**src/rtl/pulse_pc_pkg.sv**
```systemverilog
// Shared encodings for the pulse PC sequencer: op codes and per-channel FSM states.
package pulse_pc_pkg;

    localparam logic [1:0] OP_SEQ        = 2'b00;
    localparam logic [1:0] OP_JUMP       = 2'b01;
    localparam logic [1:0] OP_LOOP_BEGIN = 2'b10;
    localparam logic [1:0] OP_LOOP_END   = 2'b11;

    typedef enum logic [1:0] {
        ST_IDLE  = 2'd0,
        ST_FIRST = 2'd1,
        ST_RUN   = 2'd2
    } ch_state_t;

endpackage

```
**src/rtl/pulse_pc_loop_stack.sv**
```systemverilog
// Per-channel LIFO of {return address, remaining iterations} for nested hardware loops.
module pulse_pc_loop_stack #(
    parameter int PC_WIDTH   = 11,
    parameter int CNT_WIDTH  = 8,
    parameter int LOOP_DEPTH = 2
) (
    input  logic                 clk,
    input  logic                 rst,
    input  logic                 push,
    input  logic                 pop,
    input  logic                 dec_top,
    input  logic                 clear,
    input  logic [PC_WIDTH-1:0]  push_addr,
    input  logic [CNT_WIDTH-1:0] push_cnt,
    output logic                 full,
    output logic                 empty,
    output logic [PC_WIDTH-1:0]  top_addr,
    output logic [CNT_WIDTH-1:0] top_cnt
);

    localparam int SP_W = $clog2(LOOP_DEPTH + 1);

    logic [SP_W-1:0]      sp;
    logic [SP_W-1:0]      top_idx;
    logic [PC_WIDTH-1:0]  addr_mem [LOOP_DEPTH];
    logic [CNT_WIDTH-1:0] cnt_mem  [LOOP_DEPTH];

    // When empty, top_idx wraps to an index no entry matches, so top reads as zero.
    assign top_idx = sp - SP_W'(1);
    assign full    = (sp == SP_W'(LOOP_DEPTH));
    assign empty   = (sp == '0);

    always_comb begin
        top_addr = '0;
        top_cnt  = '0;
        for (int i = 0; i < LOOP_DEPTH; i++) begin
            if (SP_W'(i) == top_idx) begin
                top_addr = addr_mem[i];
                top_cnt  = cnt_mem[i];
            end
        end
    end

    always_ff @(posedge clk) begin
        if (rst || clear) begin
            sp <= '0;
        end else if (push && !full) begin
            sp <= sp + SP_W'(1);
        end else if (pop && !empty) begin
            sp <= sp - SP_W'(1);
        end
    end

    always_ff @(posedge clk) begin
        for (int i = 0; i < LOOP_DEPTH; i++) begin
            if (push && !full && SP_W'(i) == sp) begin
                addr_mem[i] <= push_addr;
                cnt_mem[i]  <= push_cnt;
            end else if (dec_top && !empty && SP_W'(i) == top_idx) begin
                cnt_mem[i] <= cnt_mem[i] - CNT_WIDTH'(1);
            end
        end
    end

endmodule

```
**src/rtl/pulse_pc_seq.sv**
```systemverilog
// Multi-channel pulse program-counter sequencer: per channel an arm/run FSM, a PC
// register and a loop stack; slice i of every bus belongs to channel i.
module pulse_pc_seq
    import pulse_pc_pkg::*;
#(
    parameter int PC_WIDTH   = 11,
    parameter int NUM_CH     = 4,
    parameter int LOOP_DEPTH = 2,
    parameter int CNT_WIDTH  = 8,
    parameter int RESET_PC   = 0
) (
    input  logic                          clk,
    input  logic                          rst,
    input  logic [NUM_CH-1:0]             start,
    input  logic [NUM_CH-1:0]             stop,
    input  logic [NUM_CH-1:0]             update_pc,
    input  logic [2*NUM_CH-1:0]           op,
    input  logic [PC_WIDTH*NUM_CH-1:0]    jump_target,
    input  logic [CNT_WIDTH*NUM_CH-1:0]   loop_count,
    output logic [PC_WIDTH*NUM_CH-1:0]    PC,
    output logic [NUM_CH-1:0]             running,
    output logic [NUM_CH-1:0]             loop_err
);

    localparam logic [PC_WIDTH-1:0] RST_PC = PC_WIDTH'(RESET_PC);

    // Per-channel FSM state, kept as a named array so checkers can observe it.
    ch_state_t ch_state [NUM_CH];

    for (genvar i = 0; i < NUM_CH; i++) begin : g_ch
        ch_state_t            state_q, state_d;
        logic [PC_WIDTH-1:0]  pc_q, pc_d, pc_inc;
        logic                 err_q, err_d;
        logic                 push, pop, dec_top, clear;
        logic                 full, empty;
        logic [PC_WIDTH-1:0]  top_addr;
        logic [CNT_WIDTH-1:0] top_cnt;

        assign pc_inc = pc_q + PC_WIDTH'(1);

        pulse_pc_loop_stack #(
            .PC_WIDTH   (PC_WIDTH),
            .CNT_WIDTH  (CNT_WIDTH),
            .LOOP_DEPTH (LOOP_DEPTH)
        ) u_stack (
            .clk       (clk),
            .rst       (rst),
            .push      (push),
            .pop       (pop),
            .dec_top   (dec_top),
            .clear     (clear),
            .push_addr (pc_inc),
            .push_cnt  (loop_count[i*CNT_WIDTH +: CNT_WIDTH]),
            .full      (full),
            .empty     (empty),
            .top_addr  (top_addr),
            .top_cnt   (top_cnt)
        );

        always_comb begin
            state_d = state_q;
            pc_d    = pc_q;
            err_d   = err_q;
            push    = 1'b0;
            pop     = 1'b0;
            dec_top = 1'b0;
            clear   = 1'b0;
            if (stop[i]) begin
                state_d = ST_IDLE;
                pc_d    = RST_PC;
                clear   = 1'b1;
            end else begin
                case (state_q)
                    ST_IDLE: begin
                        pc_d = RST_PC;
                        if (start[i]) state_d = ST_FIRST;
                    end
                    // First strobe only primes the instruction fetch.
                    ST_FIRST: begin
                        if (update_pc[i]) state_d = ST_RUN;
                    end
                    ST_RUN: begin
                        if (update_pc[i]) begin
                            case (op[2*i +: 2])
                                OP_SEQ:  pc_d = pc_inc;
                                OP_JUMP: pc_d = jump_target[i*PC_WIDTH +: PC_WIDTH];
                                OP_LOOP_BEGIN: begin
                                    pc_d = pc_inc;
                                    if (full) err_d = 1'b1;
                                    else      push  = 1'b1;
                                end
                                default: begin
                                    if (empty) begin
                                        err_d = 1'b1;
                                        pc_d  = pc_inc;
                                    end else if (top_cnt == '0) begin
                                        pop  = 1'b1;
                                        pc_d = pc_inc;
                                    end else begin
                                        dec_top = 1'b1;
                                        pc_d    = top_addr;
                                    end
                                end
                            endcase
                        end
                    end
                    default: state_d = ST_IDLE;
                endcase
            end
        end

        always_ff @(posedge clk) begin
            if (rst) begin
                state_q <= ST_IDLE;
                pc_q    <= RST_PC;
                err_q   <= 1'b0;
            end else begin
                state_q <= state_d;
                pc_q    <= pc_d;
                err_q   <= err_d;
            end
        end

        assign ch_state[i]                   = state_q;
        assign PC[i*PC_WIDTH +: PC_WIDTH]    = pc_q;
        assign running[i]                    = (ch_state[i] != ST_IDLE);
        assign loop_err[i]                   = err_q;
    end

endmodule

```
**config.mk**
```make
export PLATFORM = sky130hd
export DESIGN_NAME = pulse_pc_seq
export DESIGN_NICKNAME = d
export VERILOG_FILES = /design/src/rtl/pulse_pc_pkg.sv /design/src/rtl/pulse_pc_loop_stack.sv /design/src/rtl/pulse_pc_seq.sv
export SDC_FILE = /design/constraint.sdc
export NUM_CORES = 1
export LEC_CHECK = 0
export ABC_AREA = 1
export BUFFER_PORTS_ARGS = -buffer_cell sky130_fd_sc_hd__buf_2
export CORE_MARGIN = 5
export CORE_UTILIZATION = 55
export DETAILED_ROUTE_END_ITERATION = 10
export MAX_ROUTING_LAYER = met4
export PLACE_DENSITY_LB_ADDON = 0.08
export SYNTH_ARGS = -nofsm -noshare
export SYNTH_HDL_FRONTEND = slang
export SYNTH_SLANG_ARGS = --single-unit
```
**constraint.sdc**
```tcl
create_clock -name clk -period 3 [get_ports clk]
set_clock_uncertainty 0.15 [all_clocks]
set_input_delay 0.3 -clock clk [delete_from_list [all_inputs] [get_ports clk]]
set_output_delay 0.3 -clock clk [all_outputs]
set_load 0.02 [all_outputs]
```
# == Word-level counts from Yosys, hierarchy flattened ==
# Memories as Yosys holds them, arrays and structs flattened.
# Cells that the tools add are included.
# op_classes
addsub,20
n_eq_ne,44
muxes,212
bitwise,20
n_reduce_logical,112
# op_table
cell,n
$mux W11,24
$pmux W11 S2,8
$mux W8,20
$mux W1,136
$sub A8 B1 Y8 const B,8
$add A11 B1 Y11 const B,4
$reduce_or A11 Y1,4
$logic_not A2 Y1,16
$logic_not A8 Y1,4
$mux W2,16
$reduce_bool A2 Y1,16
$reduce_or A8 Y1,4
$logic_and A1 B1 Y1,28
$eq A2 B2 Y1 const B,12
$ne A2 B2 Y1 const B,12
$pmux W2 S3,4
$reduce_and A6 Y1,4
$reduce_or A2 Y1,12
$eq A1 B2 Y1 const A,8
$eq A2 B1 Y1 const B,8
$not A1 Y1,12
$reduce_and A3 Y1,4
$reduce_or A3 Y1,4
$add A2 B1 Y2 const B,4
other kinds (7),36
# word_totals
reg_bits,64
ramBits,152
out_inout_bits,52
word_cells,432
mem_count,8
# memory_table
name,depth,width,read_ports,rd_ports_with_merged_regs,wr,line_no,rtl
g_ch[0].u_stack.addr_mem,2,11,2,0,1,pulse_pc_loop_stack.sv:25,logic [PC_WIDTH-1:0] addr_mem [LOOP_DEPTH];
g_ch[1].u_stack.addr_mem,2,11,2,0,1,pulse_pc_loop_stack.sv:25,
g_ch[2].u_stack.addr_mem,2,11,2,0,1,pulse_pc_loop_stack.sv:25,
g_ch[3].u_stack.addr_mem,2,11,2,0,1,pulse_pc_loop_stack.sv:25,
g_ch[0].u_stack.cnt_mem,2,8,2,0,1,pulse_pc_loop_stack.sv:26,logic [CNT_WIDTH-1:0] cnt_mem [LOOP_DEPTH];
g_ch[1].u_stack.cnt_mem,2,8,2,0,1,pulse_pc_loop_stack.sv:26,
+2 memories,--,--,--,--,--,--,

# == Longest topological paths before layout ==
# depth
depth_word,19
mapped_depth,13
depth_no_buf,12

# == Modules after synthesis ==
# A second synthesis with hierarchy kept.
# unflattened
cells_unflattened,1722
hier_area_um2,12982.5
# by_module_without_submodules
module,n_inst,cells_each,area_per_inst_um2,seq_area_each_um2
pulse_pc_loop_stack,4,221,2040.7,1181.1
pulse_pc_seq,1,838,4819.6,1121.1

# == Worst setup path before layout ==
# Ideal clock, no wire load.
# synth_timing
path_kind,reg2reg
start,reg g_ch[0].u_stack.sp[0]
end,mem g_ch[0].u_stack.cnt_mem[1][0] (enable)
arrival_ns,1.713
path_slack_ns,0.763
path_stages_with_launch,13
n_path_buf,1
synth_period_minus_slack_ns,2.237
cell_sequence,dfxtp_1 -> inv_1 -> ha_1 -> inv_2 -> nor2_1 -> nand3_1 -> nand2_1 -> inv_2 -> nand2_2 -> nor2_4 -> inv_2 -> buf_6 -> o21ai_1
# synth_between
elab_chain_cells,19
elab_cells_between_ends,43
cone_classes,add/sub: 1; eq/ne: 3; mux: 25; bitwise: 2; reduce/logical: 12
# synth_rtl
item,line_no,rtl
"start, declared",pulse_pc_loop_stack.sv:23,logic [SP_W-1:0] sp;
"start signal, assigned",pulse_pc_loop_stack.sv:48,sp <= sp + SP_W'(1);
"start signal, assigned",pulse_pc_loop_stack.sv:50,sp <= sp - SP_W'(1);
$sub A2 B1 Y2,pulse_pc_loop_stack.sv:29,assign top_idx = sp - SP_W'(1);
$logic_not A2 Y1,"pulse_pc_loop_stack.sv:37, pulse_pc_loop_stack.sv:59",
$mux W8 (2 in a row),pulse_pc_loop_stack.sv:37,if (SP_W'(i) == top_idx) begin
$logic_not A8 Y1,pulse_pc_seq.sv:96,end else if (top_cnt == '0) begin
$mux W1,pulse_pc_seq.sv:96,
$mux W1,pulse_pc_seq.sv:93,if (empty) begin
$mux W1,pulse_pc_seq.sv:84,case (op[2*i +: 2])
$mux W1,pulse_pc_seq.sv:83,if (update_pc[i]) begin
$mux W1,pulse_pc_seq.sv:73,case (state_q)
$mux W1,pulse_pc_seq.sv:68,if (stop[i]) begin
$logic_and A1 B1 Y1 (2 in a row),pulse_pc_loop_stack.sv:59,end else if (dec_top && !empty && SP_W'(i) == top_idx) begin
$mux W1,pulse_pc_loop_stack.sv:59,
$mux W1,pulse_pc_loop_stack.sv:56,if (push && !full && SP_W'(i) == sp) begin
$mux W1 (implied by the code),pulse_pc_loop_stack.sv:60,cnt_mem[i] <= cnt_mem[i] - CNT_WIDTH'(1);
$or A1 B1 Y1 (no source line),--,
$reduce_or A8 Y1 (no source line),--,
$mux W1 (no source line),--,
"end, declared",pulse_pc_loop_stack.sv:26,
# Parallel ways exist; a longest one is shown, timed or not.

# == Worst setup path after layout ==
# layout_timing
start,reg g_ch[2].u_stack.sp[0]
end,mem g_ch[2].u_stack.cnt_mem[0][3] (enable)
# layout_between
elab_chain_cells,19
elab_cells_between_ends,43
cone_classes,add/sub: 1; eq/ne: 3; mux: 25; bitwise: 2; reduce/logical: 12
# layout_rtl
item,line_no
"start, declared",pulse_pc_loop_stack.sv:23
"start signal, assigned",pulse_pc_loop_stack.sv:48
"start signal, assigned",pulse_pc_loop_stack.sv:50
$sub A2 B1 Y2,pulse_pc_loop_stack.sv:29
$logic_not A2 Y1,"pulse_pc_loop_stack.sv:37, pulse_pc_loop_stack.sv:59"
$mux W8 (2 in a row),pulse_pc_loop_stack.sv:37
$logic_not A8 Y1,pulse_pc_seq.sv:96
$mux W1,pulse_pc_seq.sv:96
$mux W1,pulse_pc_seq.sv:93
$mux W1,pulse_pc_seq.sv:84
$mux W1,pulse_pc_seq.sv:83
$mux W1,pulse_pc_seq.sv:73
$mux W1,pulse_pc_seq.sv:68
$logic_and A1 B1 Y1 (2 in a row),pulse_pc_loop_stack.sv:59
$mux W1,pulse_pc_loop_stack.sv:59
$mux W1,pulse_pc_loop_stack.sv:56
$mux W1 (implied by the code),pulse_pc_loop_stack.sv:60
$or A1 B1 Y1 (no source line),--
$reduce_or A8 Y1 (no source line),--
$mux W1 (no source line),--
"end, declared",pulse_pc_loop_stack.sv:26
# Parallel ways exist; a longest one is shown, timed or not.

==> impl_metrics.ini <==
[routing]
met3_length_mm = 1.41
vias = 10600
drtAntennaViolNets = 0
top_layer = met4
drt_pre_antenna_iters = 6
met1_length_mm = 13.3
drt-total-wl_mm = 28.7
dr_wl_met2_mm = 13.5
viasPerCell = 5.23
drc_errors = 0
wl_per_cell_um = 14.1
drt_iter0_drc = 723

[global_route]
grt.total_usage_pct = 22.5
grt_pass1_wl_mm = 48.0
grt.overflow.total = 0
grt_max_degree = 26
antenna_found_initial = 1
grt_pass1_vias = 10000

[cts]
h-tree-depth = 1
cts_tree = built
post_cts_buffers = 0
clk_path_buf_depth = 3
clk_latency_ns = 0.51
cts.sinks = 216
path_clk_slew_ns = 0.06
numCtsBuffers = 24
postCtsHoldBufs = 44
ctsResizeCount = 0
ctsRootBufferMaster = clkbuf_16

[synth]
ys_warn_count = 0
synthXorXnorAreaFrac_pct = 4.41
synth_area_um2 = 12300
synthTopCellsByArea = edfxtp_1 (37%), nand2_1 (13%), dfxtp_1 (10%)
yosys-mux-area-fraction_pct = 0.335
ys_seq_area_share_pct = 47.5
synth_compound_area_share_pct = 10.8
yosysUniqueCellTypes = 41
synth_nets = 1674
synthSimpleGateAreaFrac_pct = 26.3
netlist.area_leader.share_pct = 37.1
ys.flop_type = edfxtp_1
synth_top_cell_by_area = edfxtp_1
synth.avg_cell_area_um2 = 7.93
synthCells = 1552
synth_top_family_by_area = simple AND/OR/NAND/NOR gates
yosys.area_share.adder_pct = 2.44
async_flop_share_pct = 0
ys_seq_elements = 216
synth-edff-count = 152

[pwr]
p_leak_uw = 0.00627
ir_worst_vdd_uv = 461
powerDensity_nw_per_um2 = 452

[sta]
tns_ns = 0
rsz0062_at_grt = no
layout_min_cycle_time_ns = 2.62
finalHoldViolCount = 0
slew_viol_final = 0
setup_violations = 0
period_share_pct = 87.5
slew_headroom_pct = 25.0
worstMarginPinSlew_ns = 1.11
fmax_ghz = 0.381

[critical_path]
crit_type = flip-flop to flip-flop
r2r_cells = 11
start_kind = flip-flop
cp.arrival_ns = 2.61
r2r_start = g_ch[2].u_stack.sp[0]
critPathMaxFanout = 25
end_kind = flip-flop
r2r-end = g_ch[2].u_stack.cnt_mem[0][3]
timing.reg2reg.setup_slack_ns = 0.38
required_ns = 2.99

[final_layout]
area_delta_synth_final_pct = 18.2
fin_area_um2 = 14600
nNetsFinal = 1853
stdcell_count = 2029
drive_gt1_share_pct = 14.9
multiInputGateArea_um2 = 5460
n_antenna_cell = 0
nFillCells = 1871
ff_latch_area_um2 = 5850

[die]
boundaryPins = 150
core_um2 = 22000
row_count = 54
die_h_um = 160
start_util_pct = 56.1
dieArea_um2 = 25500
die_x_um = 160

[hold_path]
hold_end = g_ch[0].u_stack.cnt_mem[0][5]
min-delay-start = loop_count[5]
hold_depth = 3
hold_path.class = input pin to flip-flop

[placed_design]
dpl_cell_area_um2 = 13300
dp.cells = 1941
finalWeightedCongestion = 0.910
numPortBuffers = 149
dp_hpwl_mm = 20.5

[run]
drv_cap = 0

[status]
status = finished, final reports clean
## registers in the layout, summed over array words and instances (netlist names)
register	cells
g_ch.u_stack.cnt_mem	64
g_ch.pc_q	44
g_ch.state_q	8
g_ch.err_q	4
g_ch.u_stack.sp	8
g_ch.u_stack.addr_mem	88
## worst max-delay path by stage
stage,from,endpoint,slack [ns],depth (start not counted)
after CTS,g_ch[2].u_stack.sp[0],g_ch[2].u_stack.cnt_mem[0][3],0.35,11
after global placement,g_ch[2].u_stack.sp[0],g_ch[2].u_stack.cnt_mem[1][3],0.50,11
after detailed placement,g_ch[2].u_stack.sp[0],g_ch[2].u_stack.cnt_mem[0][6],0.36,11
after global routing,g_ch[2].u_stack.sp[0],g_ch[2].u_stack.cnt_mem[0][3],0.12,11
after floorplan,g_ch[0].u_stack.sp[0],g_ch[0].u_stack.cnt_mem[1][0],0.76,12
final,g_ch[2].u_stack.sp[0],g_ch[2].u_stack.cnt_mem[0][3],0.38,11
## kinds of logic (layout without fill, tap and decap cells)
kind of cell             after synthesis  count (layout)
multiplexers                           3               3
AO/OA/AOI/OAI                        254             254
flip-flops                           216             216
AND/OR/NAND/NOR                      743             743
XOR/XNOR                              62              62
adder cells (fa/ha/maj)               24              24
buffers and inverters                250             447
## routing by layer
metal  vias up  GRT usage, %
met5         -             -
li1       5488             -
met2       302          36.2
met3        38          2.73
met1      4788          31.4
met4         0          4.18
## cells in the mapped netlist, drive strengths merged, types with 13 or more instances
library cell and instances:
nand2 427, inv 183, edfxtp 152, o21ai 146, nor2 141, nand3 94, a21oi 78, dfxtp 64
nand4 41, clkbuf 35, xnor2 32, xor2 30, buf 29, ha 24, nor3 18, or2 14
o22ai 13
## cell type report
class	instances	share of cell area [%]
repair buffers	217	9.39
multi-input cells	1086	37.5
clock inverters	15	1.32
clock buffers	29	4.40
flip-flops and latches	216	40.2
inverters	186	4.80
well taps	280	2.41
## power breakdown
part	internal, µW	switching (µW)	total [µW]
Combinational	143	168	311
Clock	1940	1140	3080
Sequential	3170	4.93	3180
## per-stage QoR
stage                     worst slack (ns)  power [µW]  hold slack [ns]  utilization, %
after floorplan                      0.763        3390            0.222               -
after global placement               0.497        3500            0.308            60.5
after detailed placement             0.359        3500            0.303            60.5
after CTS                            0.350        6630          0.00192            66.3
after global routing                 0.120        6800           0.0377            66.3
final                                0.376        6570           0.0125            66.3
## placed cells by master (no fill, tap or decap), types with 6 or more instances in the layout
master,count
nand2_1,420
inv_1,166
edfxtp_1,152
buf_2,149
nor2_1,129
nand3_1,91
a21oi_1,78
o21ai_0,74
o21ai_1,72
dfxtp_1,64
dlygate4sd3_1,44
nand4_1,41
xnor2_1,32
xor2_1,30
clkbuf_16,25
ha_1,24
buf_4,24
inv_2,17
nor3_1,16
o22ai_1,13
clkinv_1,9
or2_2,8
nand2_2,7
nor2_2,6
nor2_4,6
## worst max-delay path, cell delays in order, from the launching register on
cell     delay [ns]
dfxtp_1        0.37
inv_1          0.09
ha_1           0.23
inv_2          0.31
nor2_1         0.08
nand3_1        0.12
nand2_1        0.09
inv_2          0.06
nand2_2        0.08
nor2_4         0.15
inv_2          0.12
o21ai_1        0.41
Note: power is estimated with default switching activity, not from simulation.
